$ cat config.mk
export PLATFORM = sky130hd
export DESIGN_NAME = branch_metric_unit
export DESIGN_NICKNAME = d
export VERILOG_FILES = /design/src/rtl/branch_metric_unit.sv
export SDC_FILE = /design/constraint.sdc
export NUM_CORES = 1
export LEC_CHECK = 0
export ABC_AREA = 1
export CELL_PAD_IN_SITES_DETAIL_PLACEMENT = 1
export CELL_PAD_IN_SITES_GLOBAL_PLACEMENT = 1
export CORE_ASPECT_RATIO = 1.5
export CORE_MARGIN = 1.5
export CORE_UTILIZATION = 40
export CTS_CLUSTER_SIZE = 12
export DETAILED_ROUTE_END_ITERATION = 16
export HOLD_SLACK_MARGIN = 0.08
export PLACE_DENSITY_LB_ADDON = 0.1
export SLEW_MARGIN = 20
export SYNTH_ARGS = -nofsm -noshare
export SYNTH_HDL_FRONTEND = slang
export SYNTH_SLANG_ARGS = --single-unit
$ cat constraint.sdc
create_clock -name clk -period 3.35 [get_ports clk]
set_input_delay 0.335 -clock clk [delete_from_list [all_inputs] [get_ports clk]]
set_output_delay 0.335 -clock clk [all_outputs]
set_load 0.01 [all_outputs]
$ cat src/rtl/branch_metric_unit.sv
// Radix-4 Viterbi branch metric stage: Hamming distance of each trellis entry's
// expected output against the latched received word, plus sweep minimum tracking.
module branch_metric_unit #(
    parameter int MAX_ENTRIES = 256,
    parameter int DIST_W      = 3
) (
    input  logic                               clk,
    input  logic                               rst,
    input  logic                               en_bm,
    input  logic                               mode_select,
    input  logic                               rx_load,
    input  logic [5:0]                         rx_word,
    input  logic [$clog2(MAX_ENTRIES+1)-1:0]   entry_count,
    input  logic                               mux_valid,
    input  logic [23:0]                        mux,
    output logic                               bm_valid,
    output logic [1:0]                         bm_in,
    output logic [7:0]                         bm_cur,
    output logic [7:0]                         bm_nxt,
    output logic [DIST_W-1:0]                  bm_dist,
    output logic                               sweep_done,
    output logic [DIST_W-1:0]                  bm_min,
    output logic [9:0]                         bm_min_state
);

    localparam int CNT_W = $clog2(MAX_ENTRIES + 1);

    typedef enum logic [1:0] {IDLE, SWEEP, DONE} state_t;

    typedef struct packed {
        logic [1:0] inb;
        logic [7:0] cur;
        logic [7:0] nxt;
    } br_t;

    state_t             state, state_nxt;
    logic [5:0]         rx_reg;
    logic               mode_reg;
    logic [CNT_W-1:0]   cnt_reg, acc_cnt, out_cnt;
    logic [2:1]         vld_pipe;
    logic [5:0]         s1_x;
    br_t                s1_br;
    logic [DIST_W-1:0]  min_reg;
    logic [9:0]         min_st;
    logic               hold;
    logic               load_ok, take, last_out;
    logic [5:0]         mask;

    function automatic logic [DIST_W-1:0] popcnt(input logic [5:0] x);
        logic [DIST_W-1:0] c;
        c = '0;
        for (int i = 0; i < 6; i++) c = c + DIST_W'(x[i]);
        return c;
    endfunction

    assign load_ok  = en_bm && (state == IDLE) && rx_load && (entry_count != '0);
    assign take     = en_bm && (state == SWEEP) && mux_valid && (acc_cnt < cnt_reg);
    assign last_out = (state == SWEEP) && vld_pipe[2] && ((out_cnt + CNT_W'(1)) == cnt_reg);
    assign mask     = mode_reg ? 6'h3F : 6'h0F;

    always_ff @(posedge clk or negedge rst) begin
        if (!rst) state <= IDLE;
        else      state <= state_nxt;
    end

    always_comb begin
        state_nxt = state;
        if (!en_bm) begin
            state_nxt = IDLE;
        end else begin
            case (state)
                IDLE:    if (load_ok)  state_nxt = SWEEP;
                SWEEP:   if (last_out) state_nxt = DONE;
                DONE:    state_nxt = IDLE;
                default: state_nxt = IDLE;
            endcase
        end
    end

    always_ff @(posedge clk or negedge rst) begin
        if (!rst) begin
            rx_reg   <= '0;
            mode_reg <= 1'b0;
            cnt_reg  <= '0;
            acc_cnt  <= '0;
            out_cnt  <= '0;
            vld_pipe <= '0;
            s1_x     <= '0;
            s1_br    <= '0;
            bm_in    <= '0;
            bm_cur   <= '0;
            bm_nxt   <= '0;
            bm_dist  <= '0;
            min_reg  <= '1;
            min_st   <= '0;
            hold     <= 1'b0;
        end else if (!en_bm) begin
            acc_cnt  <= '0;
            out_cnt  <= '0;
            vld_pipe <= '0;
            s1_x     <= '0;
            s1_br    <= '0;
            bm_in    <= '0;
            bm_cur   <= '0;
            bm_nxt   <= '0;
            bm_dist  <= '0;
            hold     <= 1'b0;
        end else begin
            if (load_ok) begin
                rx_reg   <= rx_word;
                mode_reg <= mode_select;
                cnt_reg  <= entry_count;
                acc_cnt  <= '0;
                out_cnt  <= '0;
                min_reg  <= '1;
                min_st   <= '0;
                hold     <= 1'b0;
            end else if (take) begin
                acc_cnt <= acc_cnt + CNT_W'(1);
            end

            // Idle pipeline slots carry zeros so outputs read 0 when not valid
            vld_pipe[1] <= take;
            s1_x        <= take ? ((mux[5:0] ^ rx_reg) & mask) : 6'h00;
            s1_br       <= take ? br_t'(mux[23:6]) : br_t'(18'h0);

            vld_pipe[2] <= vld_pipe[1];
            bm_dist     <= popcnt(s1_x);
            bm_in       <= s1_br.inb;
            bm_cur      <= s1_br.cur;
            bm_nxt      <= s1_br.nxt;

            // Strict compare keeps the earliest branch on ties
            if ((state == SWEEP) && vld_pipe[2]) begin
                out_cnt <= out_cnt + CNT_W'(1);
                if (bm_dist < min_reg) begin
                    min_reg <= bm_dist;
                    min_st  <= {bm_in, bm_cur};
                end
            end

            if (last_out) hold <= 1'b1;
        end
    end

    assign bm_valid     = vld_pipe[2];
    assign sweep_done   = (state == DONE);
    assign bm_min       = hold ? min_reg : '0;
    assign bm_min_state = hold ? min_st  : '0;

endmodule

==> Yosys cells after proc, flatten, opt, wreduce, memory -nomap -nowiden <==
Index checks and enable logic that the tools add are counted.
{ "totals": {"register_bits": 97, "input_bits": 45, "out_inout_bits": 36} }
{ "classes": {"order_cmp": 2, "bitwise_logic": 2, "n_eq_ne": 8, "n_mux": 31, "add_sub_neg": 7, "reduce_logical": 12} }
{ "ops": {"columns": ["operator", "count"], "rows": [
  ["$mux 9", 6],
  ["$mux 10", 4],
  ["$mux 18", 2],
  ["$add 9x1->9 const B", 2],
  ["$mux 6", 3],
  ["$mux 8", 2],
  ["$mux 3", 5],
  ["$mux 2", 5],
  ["$add 3x1->3", 3],
  ["$eq 9x9->1", 1],
  ["$lt 9x9->1", 1],
  ["$ne 3x1->1 const B", 3],
  ["$reduce_bool 9->1", 1],
  ["$logic_and 1x1->1", 8],
  ["$and 6x6->6", 1],
  ["$ne 3x3->1 const B", 2],
  ["$xor 6x6->6", 1],
  ["$pmux 2 s2", 1],
  ["$reduce_and 2->1", 2],
  ["$add 2x1->3", 1],
  ["$lt 3x3->1", 1],
  ["$mux 1", 3],
  ["$add 1x1->2", 1],
  ["$eq 2x1->1 const B", 1],
  ["2 further kinds", 2]
]} }

==> Depth between registers and ports, before layout <==
{ "depth": {"ltp_word": 7, "depth_mapped": 12} }

==> Worst setup path before layout <==
OpenSTA, ideal clock, no wires.
{ "synth_timing": {"path_kind": "register to register", "start": "register s1_x[0]", "end": "register bm_dist[1]", "arrival_ps": 2125, "slack_ps": 1111, "stages_incl_launch_ff": 9, "required_ps": 3236, "n_path_buf": 0, "path_cell_list": "dfrtp_1 > fa_1 > inv_1 > fa_1 > inv_1 > ha_1 > fa_1 > nand2_1 > inv_1"} }
{ "synth_via": {"elab_chain_len": 6} }
{ "synth_lines": {"columns": ["element", "line_no", "text"], "rows": [
  ["start, declared", "41", "logic [5:0] s1_x;"],
  ["start signal, assigned", "124", "s1_x <= take ? ((mux[5:0] ^ rx_reg) & mask) : 6'h00;"],
  ["$add 1x1->2", "52", "for (int i = 0; i < 6; i++) c = c + DIST_W'(x[i]);"],
  ["$add 2x1->3", "52", null],
  ["$add 3x1->3 (3 in series)", "52", null],
  ["$mux 3", "97", "end else if (!en_bm) begin"],
  ["end signal, assigned", "128", "bm_dist <= popcnt(s1_x);"],
  ["end, declared", "20", "output logic [DIST_W-1:0] bm_dist,"]
]} }
No other way between the ends.
A chain may end at the register's enable or synchronous reset.

==> Final worst setup path <==
Same ends and word-level chain as after synthesis.

==> qor.csv <==
metric,value,unit
status,"finished, final reports clean",
vias_per_cell,4.766,
final_common_cell,nand2_1,
antenna-diode-count,0,
clock_sink_count,97,
core,11060,um^2
top_level_port_count,81,
fp-row-count,47,
top_register,s1_br,
setup_viol,0,
critical_path.startpoint_type,flop,
place_congestion,0.8007,
syn_nets,590,
critPathLaunch,s1_x[0],
cts-root-to-sink-buffers,2,
grt_setup_unrepaired,false,
grt_max_degree,58,
critPathArrivalTime,2.59,ns
synth-seq-cells,97,
post-route-min-period,2.309,ns
timing_max_transition_violations_final,0,
yosysWarningCount,0,
syn2layout_area_growth,26.63,%
cts_hold_buf,1,
global_route_wire_length_before_repair,18710,um
detail_routed_net_length_per_standard_cell,14.47,um
max_slew_margin,0.4952,
largest_reg_flops,18,
drcViolationCount,0,
reg2reg_depth,8,
layout_cells_sized_above_1,0.07967,
avgSynthCellArea,8.624,um^2
insertion_delay,0.34,ns
clock_skew,0.007548,ns
r2r-start,s1_x[0],
die_height,133.8,um
netlist-cell-type-count,37,
initial_core_util,0.4126,
setup.reg_to_reg.worst_slack,1.04,ns
whs,0.4386,ns
most-common-layout-cells,"nand2_1 (144), dfrtp_1 (94), inv_1 (89), clkdlybuf4s50_1 (79), nor2_1 (43)",
antenna_violations_before_repair,0,
globalRouteTotalUtil,0.1977,
tightest_slew,0.7572,ns
number_of_levels_in_the_clock_h_tree,3,
grt_overflow,0,
power_density,442.4,nW/um^2
power.ir.vdd_worst,265.4,uV
timing.setup.critical_path_class,flop to flop,
hold_path_class,flop to flop,
finalCritPeriodShare,0.6893,
hpwl,8356,um
critPathSlowestCell,fa_1,
cts_tree,built,
timing.critical_path.fanout_max,1,
die_area,12070,um^2
chipWidth,90.20,um
synth.cell_area,4562,um^2
routed_wl,11030,um
timing.rr.end,bm_dist[1],
count_of_maximum_capacitance_violations,0,
clk_transition_reported_paths,0.07,ns
worst_setup_path_endpoint,bm_dist[1],
io_buffer_count,80,
ys_seq_area_frac,0.5329,
cts_setup_buffers,0,
postCtsResizedCells,0,
finalHoldViolCount,0,
vias_in_the_first_global_route,3872,
largest_registers,"s1_br x18, min_st x10",
clockRootBuffer,clkbuf_16,
detail_route.first_pass.iterations,4,
post_drt_antenna_nets,0,
final_core_util,0.5225,
drt_iter0_drc,106,
detailroute.via_count,3632,
fin_setup_tns,0,ns
required,3.63,ns
clock.fmax,0.4331,GHz
syn_inst,529,
num-nets-final,671,
cp-end-kind,flop,
cp_cell_sequence,"fa_1, inv_1, fa_1, inv_1, ha_1, fa_1, nand2_1, inv_1",
p_leak,3.000,nW
max_stage_delay_on_crit_path,0.53,ns
cts_buffers,9,
-- layer usage --
layer,track usage,share of wire,routed length [um]
met5,0,0,0
met4,0.08113,0.026,292
met3,0.03741,0.031,345
met2,0.3569,0.52,5732
met1,0.2289,0.42,4659
-- kinds of logic after synthesis --
| logic type | after synthesis | share of synthesized area |
|---|---|---|
| and+or+nand+nor | 252 | 0.2449 |
| buffers and inverters | 106 | 0.09380 |
| adders and majority gates | 16 | 0.04882 |
| xor gates and xnor gates | 9 | 0.01728 |
| AOI/OAI and AO/OA | 49 | 0.06226 |
| DFF | 97 | 0.5329 |
-- critical path, delay by kind of cell (launching register included) --
family | cells | cell delay [ns]
buffers and inverters | 3 | 0.15
adder cells (fa/ha/maj) | 4 | 1.66
flip-flops | 1 | 0.39
AND/OR/NAND/NOR | 1 | 0.05
-- worst min path at each step --
stage	start	depth (start not counted)	endpoint
after floorplan	rst	0	acc_cnt[0]
after global placement	s1_br[3]	2	bm_nxt[3]
after detailed placement	s1_br[6]	2	bm_nxt[6]
after CTS	s1_br[6]	2	bm_nxt[6]
after global routing	s1_br[3]	2	bm_nxt[3]
final	s1_br[8]	2	bm_cur[0]
-- area by class of cell --
class | count | area, um^2
multi-input combinational | 326 | 1703
tap | 147 | 183.9
fill | 1338 | 5279
inverter | 92 | 347.8
clock buffer | 10 | 239.0
timing repair buffer | 84 | 830.8
clock inverter | 6 | 41.29
sequential | 97 | 2431
-- synthesized netlist by cell type --
| cell | n | share of area |
|---|---|---|
| a21boi_1 | 2 | 0.0033 |
| a21oi_1 | 5 | 0.0055 |
| a21oi_2 | 4 | 0.0077 |
| a31oi_1 | 1 | 0.0014 |
| buf_2 | 4 | 0.0044 |
| buf_4 | 4 | 0.0066 |
| buf_6 | 1 | 0.0025 |
| clkbuf_1 | 5 | 0.0041 |
| dfrtp_1 | 94 | 0.52 |
| dfstp_2 | 3 | 0.017 |
| fa_1 | 3 | 0.013 |
| ha_1 | 13 | 0.036 |
| inv_1 | 89 | 0.073 |
| inv_2 | 2 | 0.0016 |
| inv_4 | 1 | 0.0014 |
| nand2_1 | 144 | 0.12 |
| nand2_2 | 6 | 0.0082 |
| nand2_4 | 1 | 0.0025 |
| nand3_1 | 33 | 0.036 |
| nand3_2 | 1 | 0.0022 |
| nand3b_1 | 2 | 0.0033 |
| nand4_1 | 5 | 0.0069 |
| nor2_1 | 43 | 0.035 |
| nor2_2 | 3 | 0.0041 |
| nor2_4 | 2 | 0.0049 |
| nor2_8 | 1 | 0.0044 |
| nor3_1 | 7 | 0.0077 |
| nor3_2 | 3 | 0.0066 |
| nor3b_4 | 1 | 0.0041 |
| o211ai_1 | 1 | 0.0016 |
| o21a_1 | 2 | 0.0033 |
| o21ai_0 | 17 | 0.019 |
| o21ai_1 | 14 | 0.015 |
| o22ai_1 | 2 | 0.0027 |
| o22ai_2 | 1 | 0.0027 |
| xnor2_1 | 6 | 0.012 |
| xor2_1 | 3 | 0.0058 |
-- power breakdown --
group / total (mW) / internal [mW] / leakage [nW] / switching [mW]
registers: 1.27 / 1.23 / 1.31 / 0.0346
clock network: 0.975 / 0.526 / 0.143 / 0.449
logic: 0.312 / 0.130 / 1.54 / 0.182
total: 2.56 / 1.89 / 3.00 / 0.665
-- per-stage QoR --
| stage | cell area, um^2 | std cells | setup slack, ns | total power [mW] |
|---|---|---|---|---|
| final | 5777 | 762 | 1.041 | 2.555 |
| after detailed placement | 5487 | 745 | 0.7534 | 1.607 |
| after floorplan | 4562 | 529 | 1.111 | 1.458 |
| after global routing | 5777 | 762 | 0.8453 | 2.678 |
| after CTS | 5777 | 762 | 1.026 | 2.591 |
| after global placement | 5487 | 745 | 0.8147 | 1.594 |
(Power assumes the default switching activity.)
